## src/rtl/wb_arbiter.sv

```systemverilog
// wb_arbiter: arbitrates ALU/LSU writebacks onto one registered register-file write port and scoreboards pending destinations.
// Accepted write appears one cycle later for one cycle; define WB_ARB_RR_EN for round-robin contention, otherwise LSU always wins.
module wb_arbiter (
    input  logic        clock,
    input  logic        reset,
    input  logic        alu_valid,
    input  logic [4:0]  alu_rd,
    input  logic [31:0] alu_val,
    output logic        alu_ready,
    input  logic        lsu_valid,
    input  logic [4:0]  lsu_rd,
    input  logic [31:0] lsu_val,
    output logic        lsu_ready,
    input  logic        issue_valid,
    input  logic [4:0]  issue_rd,
    input  logic [4:0]  id_rs1,
    input  logic [4:0]  id_rs2,
    output logic        stall,
    output logic [4:0]  rd_addr,
    output logic [31:0] w_val
);

    logic        both;
    logic        alu_win;
    logic [31:0] busy;
    logic [31:0] busy_nxt;

    assign both = alu_valid & lsu_valid;

`ifdef WB_ARB_RR_EN
    // Set when the LSU took the most recent contended grant.
    logic last_lsu;

    assign alu_win = last_lsu;

    always_ff @(posedge clock) begin
        if (reset) begin
            last_lsu <= 1'b0;
        end else if (both) begin
            last_lsu <= ~last_lsu;
        end
    end
`else
    assign alu_win = 1'b0;
`endif

    assign alu_ready = ~reset & alu_valid & (~lsu_valid | alu_win);
    assign lsu_ready = ~reset & lsu_valid & (~alu_valid | ~alu_win);

    // Idle cycles drive index 0 so the register file write is harmless.
    always_ff @(posedge clock) begin
        if (reset) begin
            rd_addr <= 5'd0;
            w_val   <= 32'd0;
        end else if (alu_ready) begin
            rd_addr <= alu_rd;
            w_val   <= alu_val;
        end else if (lsu_ready) begin
            rd_addr <= lsu_rd;
            w_val   <= lsu_val;
        end else begin
            rd_addr <= 5'd0;
            w_val   <= 32'd0;
        end
    end

    // No bypass: a register stays busy through the cycle its value is being written.
    assign stall = busy[id_rs1] | busy[id_rs2] | busy[issue_rd];

    always_comb begin
        busy_nxt = busy;
        if (rd_addr != 5'd0) begin
            busy_nxt[rd_addr] = 1'b0;
        end
        if (issue_valid && !stall && issue_rd != 5'd0) begin
            busy_nxt[issue_rd] = 1'b1;
        end
        busy_nxt[0] = 1'b0;
    end

    always_ff @(posedge clock) begin
        if (reset) begin
            busy <= 32'd0;
        end else begin
            busy <= busy_nxt;
        end
    end

endmodule

```

## config.mk

```make
export PLATFORM = sky130hd
export DESIGN_NAME = wb_arbiter
export DESIGN_NICKNAME = d
export VERILOG_FILES = /design/src/rtl/wb_arbiter.sv
export SDC_FILE = /design/constraint.sdc
export NUM_CORES = 1
export LEC_CHECK = 0
export CORE_AREA = 5 5 114 116
export CTS_CLUSTER_DIAMETER = 100
export DETAILED_ROUTE_END_ITERATION = 16
export DIE_AREA = 0 0 119 121
export REMOVE_ABC_BUFFERS = 1
export SLEW_MARGIN = 30
export SYNTH_ARGS = -nofsm -noshare
export SYNTH_HDL_FRONTEND = slang
export SYNTH_SLANG_ARGS = --single-unit
```

## constraint.sdc

```tcl
create_clock -name clock -period 3.9 [get_ports clock]
set_input_delay 0.975 -clock clock [delete_from_list [all_inputs] [get_ports clock]]
set_output_delay 0.975 -clock clock [all_outputs]
set_load 0.01 [all_outputs]
```

After elaboration in Yosys (flattened, before gate mapping)
Cells that the tools add are included.
W data, S select, Z words.

word-level totals
  register bits = 69
  input port bits = 94
  output and inout bits = 40
  logic and storage cells = 43

operators by class
  $lt $le $gt $ge = 6
  mux-type cells = 16
  bitwise logic cells = 10
  reductions and logical operators = 7

operators by type and width
  cell                  number
  $mux W32              4
  $and A32 B32 Y32      1
  $not A32 Y32          1
  $or A32 B32 Y32       1
  $lt A5 B6 Y1 const B  4
  $bmux W1 S5           3
  $demux W1 S5          2
  $ge A5 B1 Y1 const B  2
  $mux W5               2
  $reduce_bool A5 Y1    2
  $mux W1               5
  $logic_and A1 B1 Y1   4
  $and A1 B1 Y1         3
  $not A1 Y1            2
  $or A1 B1 Y1          2
  $logic_not A1 Y1      1

Depth between registers and ports, before layout
Gate-level depths: netlist of the first run.

  word-level depth = 9
  mapped depth = 10
  gate-level depth less buffers = 6

Least setup slack after synthesis of the first run
No wires, ideal clock.

  path type = in2out
  start = input port issue_rd[1]
  end = output port stall
  arrival time = 2934 ps
  data required time = 2925 ps
  slack = -9 ps
  cell stages on the path = 8
  buffers on the path = 3
  cell sequence = clkbuf_1 mux2_2 nand3_1 o2111ai_1 or4_4 buf_6 buf_2 or2_2

between the ends
  cells in the longest elaborated chain, start to end = 3

ends and longest elaborated chain
  element                        line  RTL
  from (decl)                    15    input logic [4:0] issue_rd,
  $bmux W1 S5                    68    assign stall = busy[id_rs1] | busy[id_rs2] | busy[issue_rd];
  $mux W1 (not written as such)  68
  $or A1 B1 Y1                   68
  to (decl)                      18    output logic stall,

No other way between the ends. The select of a mux whose other input is x is not followed.

Worst setup path after layout of the first run
  start = input port id_rs1[1]
  end = output port stall

between the ends
  cells in the longest elaborated chain, start to end = 4

ends and longest elaborated chain
  element                        line  RTL
  from (decl)                    16    input logic [4:0] id_rs1,
  $bmux W1 S5                    68
  $mux W1 (not written as such)  68
  $or A1 B1 Y1 (2 in series)     68

No other way between the ends. The select of a mux whose other input is x is not followed.

==> results of run 1 <==
-- worst max-delay path, stage by stage --
cell	delay, ns
buf_2	0.09
buf_6	0.13
mux4_2	0.51
mux2i_2	0.18
nor3b_2	0.08
or4_4	0.51
or2_4	0.26
buf_6	0.12
-- area by class of cell --
cell class	instances	area share (%)
Tap cell	147	3.35
Sequential cell	68	24.8
Clock inverter	6	2.05
Timing Repair Buffer	175	29.7
Inverter	2	0.137
Multi-Input combinational cell	247	35.8
Clock buffer	10	4.16
-- cell families after synthesis --
kind of cell,count (synthesis)
AO/OA/AOI/OAI,106
AND/OR/NAND/NOR,103
flip-flops,68
multiplexers,38
buffers and inverters,35
-- power by group --
part | internal (mW) | switching, mW
clock network | 0.625 | 0.295
registers | 0.721 | 0.0201
logic | 0.197 | 0.149
total | 1.54 | 0.465
-- sequential cells by signal (all words and copies together), names as in the netlist --
register / flops
w_val: 32
rd_addr: 5
busy: 31
-- synth_stat cells (all sizes together) (2+ instances only) --
cell	number	share of area, %
nand2	22	2.4
buf	14	3.1
a41oi	2	0.50
o41ai	32	8.5
mux2i	21	6.0
nor3b	6	1.3
dfxtp	68	39
inv	2	0.22
nor2	9	0.97
or4	2	0.54
nor2b	13	2.3
clkbuf	19	2.0
o311ai	4	1.0
o2111ai	2	0.68
nor3	3	0.43
a22o	37	9.3
a2111oi	2	0.50
a21oi	5	0.72
a311oi	3	0.75
nand3b	7	1.5
nand4	2	0.36
a22oi	2	0.43
nand2b	3	0.54
mux4	7	4.7
o211ai	14	3.0
mux2	10	3.2
nand3	31	4.4
-- worst paths after layout --
check / start / slack (ns) / end / cells after the start
setup reg to reg: busy[13] / 1.44 / busy[21] / 6
hold reg to reg: busy[17] / 0.52 / busy[17] / 2
hold / removal: busy[17] / 0.52 / busy[17] / 2
setup / recovery: id_rs1[1] / 0.07 / stall / 8
-- cell usage in the layout (no fill, tap or decap), drive strengths merged --
| cell type | n |
|---|---|
| a31oi | 1 |
| nor2 | 9 |
| clkinv | 3 |
| mux2 | 10 |
| a41oi | 2 |
| or3 | 1 |
| mux2i | 21 |
| nor2b | 13 |
| dlygate4sd2 | 3 |
| nor4b | 1 |
| o41ai | 32 |
| o31ai | 1 |
| buf | 47 |
| clkdlybuf4s50 | 121 |
| o311ai | 4 |
| inv | 2 |
| clkdlybuf4s15 | 1 |
| a22o | 37 |
| nand3b | 7 |
| dfxtp | 68 |
| nor4 | 1 |
| nand4 | 2 |
| bufinv | 3 |
| o22ai | 1 |
| nand2 | 22 |
| a22oi | 2 |
| a21oi | 5 |
| nand3 | 31 |
| o211ai | 14 |
| nand4b | 1 |
| or2 | 1 |
| nor3b | 6 |
| nand2b | 3 |
| mux4 | 7 |
| a311oi | 3 |
| o2111ai | 2 |
| or4 | 2 |
| a2111oi | 2 |
| clkbuf | 13 |
| nor3 | 3 |
-- per-stage QoR --
step / instances / instance area, µm² / setup TNS [ns] / setup slack [ns]
final: 655 / 5500 / 0 / 0.0684
after global routing: 655 / 5500 / 0 / 0.00888
after CTS: 655 / 5520 / 0 / 0.0128
after detailed placement: 635 / 5130 / -0.829 / -0.829
after global placement: 635 / 5130 / -0.811 / -0.811
after floorplan: 317 / 3310 / -0.404 / -0.319
-- timing repair --
action | in CTS | in global routing
buffers inserted | 2 | 0
endpoints found under the setup margin | 1 | 1
pin swaps | 5 | 4
gates resized for setup | 40 | 10
gates cloned | 2 | 0
-- metal layers --
metal / vias up / share of wire (%) / GRT usage, %
met5: - / 0 / 0
met3: 18 / 11 / 6.06
met4: 0 / 1.8 / 6.59
met2: 213 / 47 / 29.1
met1: 1719 / 41 / 22.3
li1: 1706 / - / -
==> flow_summary.json, run 1 <==
{
  "cts_buffer_depth": 2,
  "die_area_um2": 14400,
  "crit_required_ns": 2.92,
  "synth_top_family_by_area": "compound AO/OA/AOI/OAI gates",
  "fin_util_pct": 46.5,
  "area_delta_synth_final_pct": 57.4,
  "gp_congestion": 0.867,
  "final_antenna_net_count": 0,
  "synth_edf_count": 0,
  "antenna_found_initial": 0,
  "via_count": 3656,
  "finalSetupViolations": 0,
  "synth_cell_types": 41,
  "layout-drive-gt1-share_pct": 18.3,
  "syn-cell-area_um2": 3490,
  "clkSinkCount": 68,
  "grt_max_degree": 38,
  "grt_setup_unrepaired": "no",
  "route.detailed.drc": 0,
  "power.density_nw_per_um2": 365,
  "crit_arrival_ns": 2.86,
  "synth-seq-cells": 68,
  "max_slew_margin_pct": 39.3,
  "cts_hold_buffers": 0,
  "dr.pass1.iters": 5,
  "synthAdderAreaFrac_pct": 0,
  "nets": 597,
  "synthMuxAreaShare_pct": 14.0,
  "wl_per_cell_um": 20.0,
  "finClkSkew_ns": 0.00390,
  "avgSynthCellArea_um2": 9.98,
  "cp-end-kind": "output port",
  "die_height_um": 121,
  "min_period_ns": 3.83,
  "cts_tree": "yes",
  "vias_per_cell": 5.58,
  "grt_pass1_vias": 3721,
  "cts_inserted_buffers": 9,
  "rows": 40,
  "status": "completed",
  "root_buffer": "clkbuf_16",
  "grt_usage_pct": 18.0,
  "hpwl_um": 10100,
  "hold_viol_final": 0,
  "yosys.area_share.simple_pct": 15.8,
  "grt_overflow": 0,
  "initial_core_util_pct": 29.6,
  "multi_input_area_um2": 1970,
  "coreArea_um2": 11800,
  "die_x_um": 119,
  "total_power_mw": 2.01,
  "drt-initial-drc-count": 312,
  "fin_crit_sh_pct": 98.2,
  "synth_cells": 350,
  "maxCapViolCount": 0,
  "ys_warn_count": 0,
  "clkLatencyLatePin_ns": 0.33,
  "regArea_um2": 1360,
  "power_leakage_nw": 2.04,
  "yosysSeqAreaShare_pct": 39.0,
  "drt_wl_total_um": 13100,
  "fmax_mhz": 261,
  "ios": 134,
  "synthArstFlopShare_pct": 0,
  "htreeDepth": 3,
  "synth_compound_area_share_pct": 25.9,
  "worst_pin_slew_ns": 0.910,
  "vdd_ir_drop_max_v": 0.000210,
  "io_buffers": 133,
  "hold_path.class": "reg2reg",
  "critPathMaxFanout": 6,
  "synth_xor_area_share_pct": 0,
  "antenna_cells": 0,
  "synthFlopType": "dfxtp_1",
  "grt_pass1_wl_um": 20300,
  "start_kind": "input pin",
  "num-fill-cells": 1149,
  "path_class": "in2out",
  "cts.clk_slew.worst_paths_ns": 0.05,
  "drv_slew": 0,
  "hold_slack_ns": 0.515
}
Power figures use the tool's default switching activity.
==> run 2, diff against run 1 <==
- CORE_AREA: 5 5 114 116 -> 5 5 106 108
- DIE_AREA: 0 0 119 121 -> 0 0 111 113
- PLACE_DENSITY: unset -> 0.68
==> run 2 against run 1 <==
  * Clock power down 25%
  * Non-clock buffer count unchanged
  * Via count up 0.38%
  * Core utilization up 6.8 points
  * Fmax about the same
  * First-iteration DRC count down 8.7%
  * Wire length down 0.62%
  * Global-route usage up 2.6 points
  * Power down 12%
  * Critical path depth down 1
  * Sequential power about the same
==> flow_summary.json, run 2 (synthesis results as in run 1) <==
{
  "start_kind": "input pin",
  "num-fill-cells": 894,
  "hold_viol_final": 0,
  "worst_pin_slew_ns": 0.845,
  "final_area_um2": 5410,
  "clkLatencyLatePin_ns": 0.34,
  "place_ws_ns": -0.797,
  "final_antenna_net_count": 0,
  "root_buffer": "clkbuf_8",
  "fin_ws_ns": 0.0652,
  "io_buffers": 133,
  "initial_core_util_pct": 34.4,
  "grt_setup_unrepaired": "no",
  "coreArea_um2": 10100,
  "cts_buffer_depth": 2,
  "finClkSkew_ns": 0.00440,
  "rows": 37,
  "ios": 134,
  "drv_slew": 0,
  "clkSinkCount": 68,
  "maxCapViolCount": 0,
  "min_period_ns": 3.83,
  "grt_usage_pct": 20.6,
  "die_x_um": 111,
  "top_register": "w_val",
  "cts_inserted_buffers": 9,
  "layout-drive-gt1-share_pct": 18.7,
  "cp-end-kind": "output port",
  "cts.clk_slew.worst_paths_ns": 0.07,
  "largest_register_ffs": 32,
  "antenna_found_initial": 0,
  "max_slew_margin_pct": 43.6,
  "power_leakage_nw": 2.01,
  "place_area_um2": 5110,
  "grt_pass1_wl_um": 20400,
  "wl_per_cell_um": 20.3,
  "fin_util_pct": 53.4,
  "status": "completed",
  "antenna_cells": 0,
  "route.detailed.drc": 0,
  "power.density_nw_per_um2": 327,
  "cts_tree": "yes",
  "dr.pass1.iters": 5,
  "hold_path.class": "reg2reg",
  "grt_overflow": 0,
  "crit_arrival_ns": 2.86,
  "via_count": 3670,
  "finalSetupViolations": 0,
  "gp_congestion": 0.999,
  "critPathMaxFanout": 9,
  "final_cell_mix": "clkdlybuf4s50_1 (121), dfxtp_1 (68), buf_4 (38)",
  "vias_per_cell": 5.71,
  "htreeDepth": 3,
  "fmax_mhz": 261,
  "vdd_ir_drop_max_v": 0.000263,
  "crit_required_ns": 2.92,
  "setup_tns_ns": 0,
  "nets": 597,
  "largestRegisters": "w_val (32), busy (31), rd_addr (5)",
  "drt-initial-drc-count": 285,
  "final_common_cell": "clkdlybuf4s50_1",
  "area_delta_synth_final_pct": 55.0,
  "grt_max_degree": 38,
  "grt_pass1_vias": 3801,
  "hpwl_um": 10400,
  "fin_crit_sh_pct": 98.3,
  "drt_wl_total_um": 13000,
  "die_area_um2": 12500,
  "path_class": "in2out",
  "die_height_um": 113
}
==> run 2: changes by cell type in the layout (fill, tap and decap cells not counted), moves of 2 or more <==
cell and delta:
clkbuf_2 -2, a21oi_2 +2, buf_4 +2, clkbuf_8 +9, clkbuf_16 -9, a21oi_1 -2
==> run 2: routing by layer <==
| layer | track usage [%] | wire length, µm | up-vias |
|---|---|---|---|
| met1 | 24.0 | 5060 | 1718 |
| met5 | 0 | 0 | - |
| met4 | 8.46 | 421 | 0 |
| met2 | 35.2 | 6370 | 209 |
| li1 | - | - | 1711 |
| met3 | 6.63 | 1190 | 32 |
==> run 2: worst paths after layout <==
kind | start | slack (ns) | endpoint | depth (start not counted)
worst max register to register | busy[29] | 1.44 | busy[4] | 7
worst min register to register | busy[5] | 0.52 | busy[5] | 2
worst min-delay path | busy[5] | 0.52 | busy[5] | 2
worst max-delay path | issue_rd[0] | 0.07 | stall | 7
==> run 2: cell type report <==
cell class              count  area, µm²  area share, %
multi-input cells         247       2010           37.1
repair buffers            175       1630           30.1
flip-flops and latches     68       1360           25.2
well taps                 136        170           3.14
clock buffers               9        124           2.29
clock inverters             6        113           2.08
inverters                   2       7.51          0.139
==> run 2: per-stage QoR <==
stage                     total power, mW  hold WS, ns  instances
after floorplan                     0.856        0.460        317
after global placement               1.09        0.502        625
after detailed placement             1.09        0.510        625
after CTS                            1.78        0.520        642
after global routing                 1.84        0.560        643
final                                1.77        0.518        643
==> run 2: report_power, final <==
group / switching, mW / leakage [nW] / internal (mW)
sequential: 0.0195 / 0.556 / 0.720
combinational: 0.148 / 1.34 / 0.197
clock: 0.263 / 0.120 / 0.423
==> run 2: worst max-delay path: stages <==
cell and delay, ns:
dlygate4sd2_1 0.44, nor2_1 0.16, a41oi_1 0.24, o2111ai_1 0.15
or4_4 0.51, or2_4 0.27, buf_6 0.12
==> run 2: repair_timing <==
action / 4_1_cts / 5_1_grt
setup buffers: 2 / 1
setup endpoints to repair: 1 / 1
hold buffers: 0 / 0
gates resized for setup: 42 / 11
pin swaps: 8 / 3
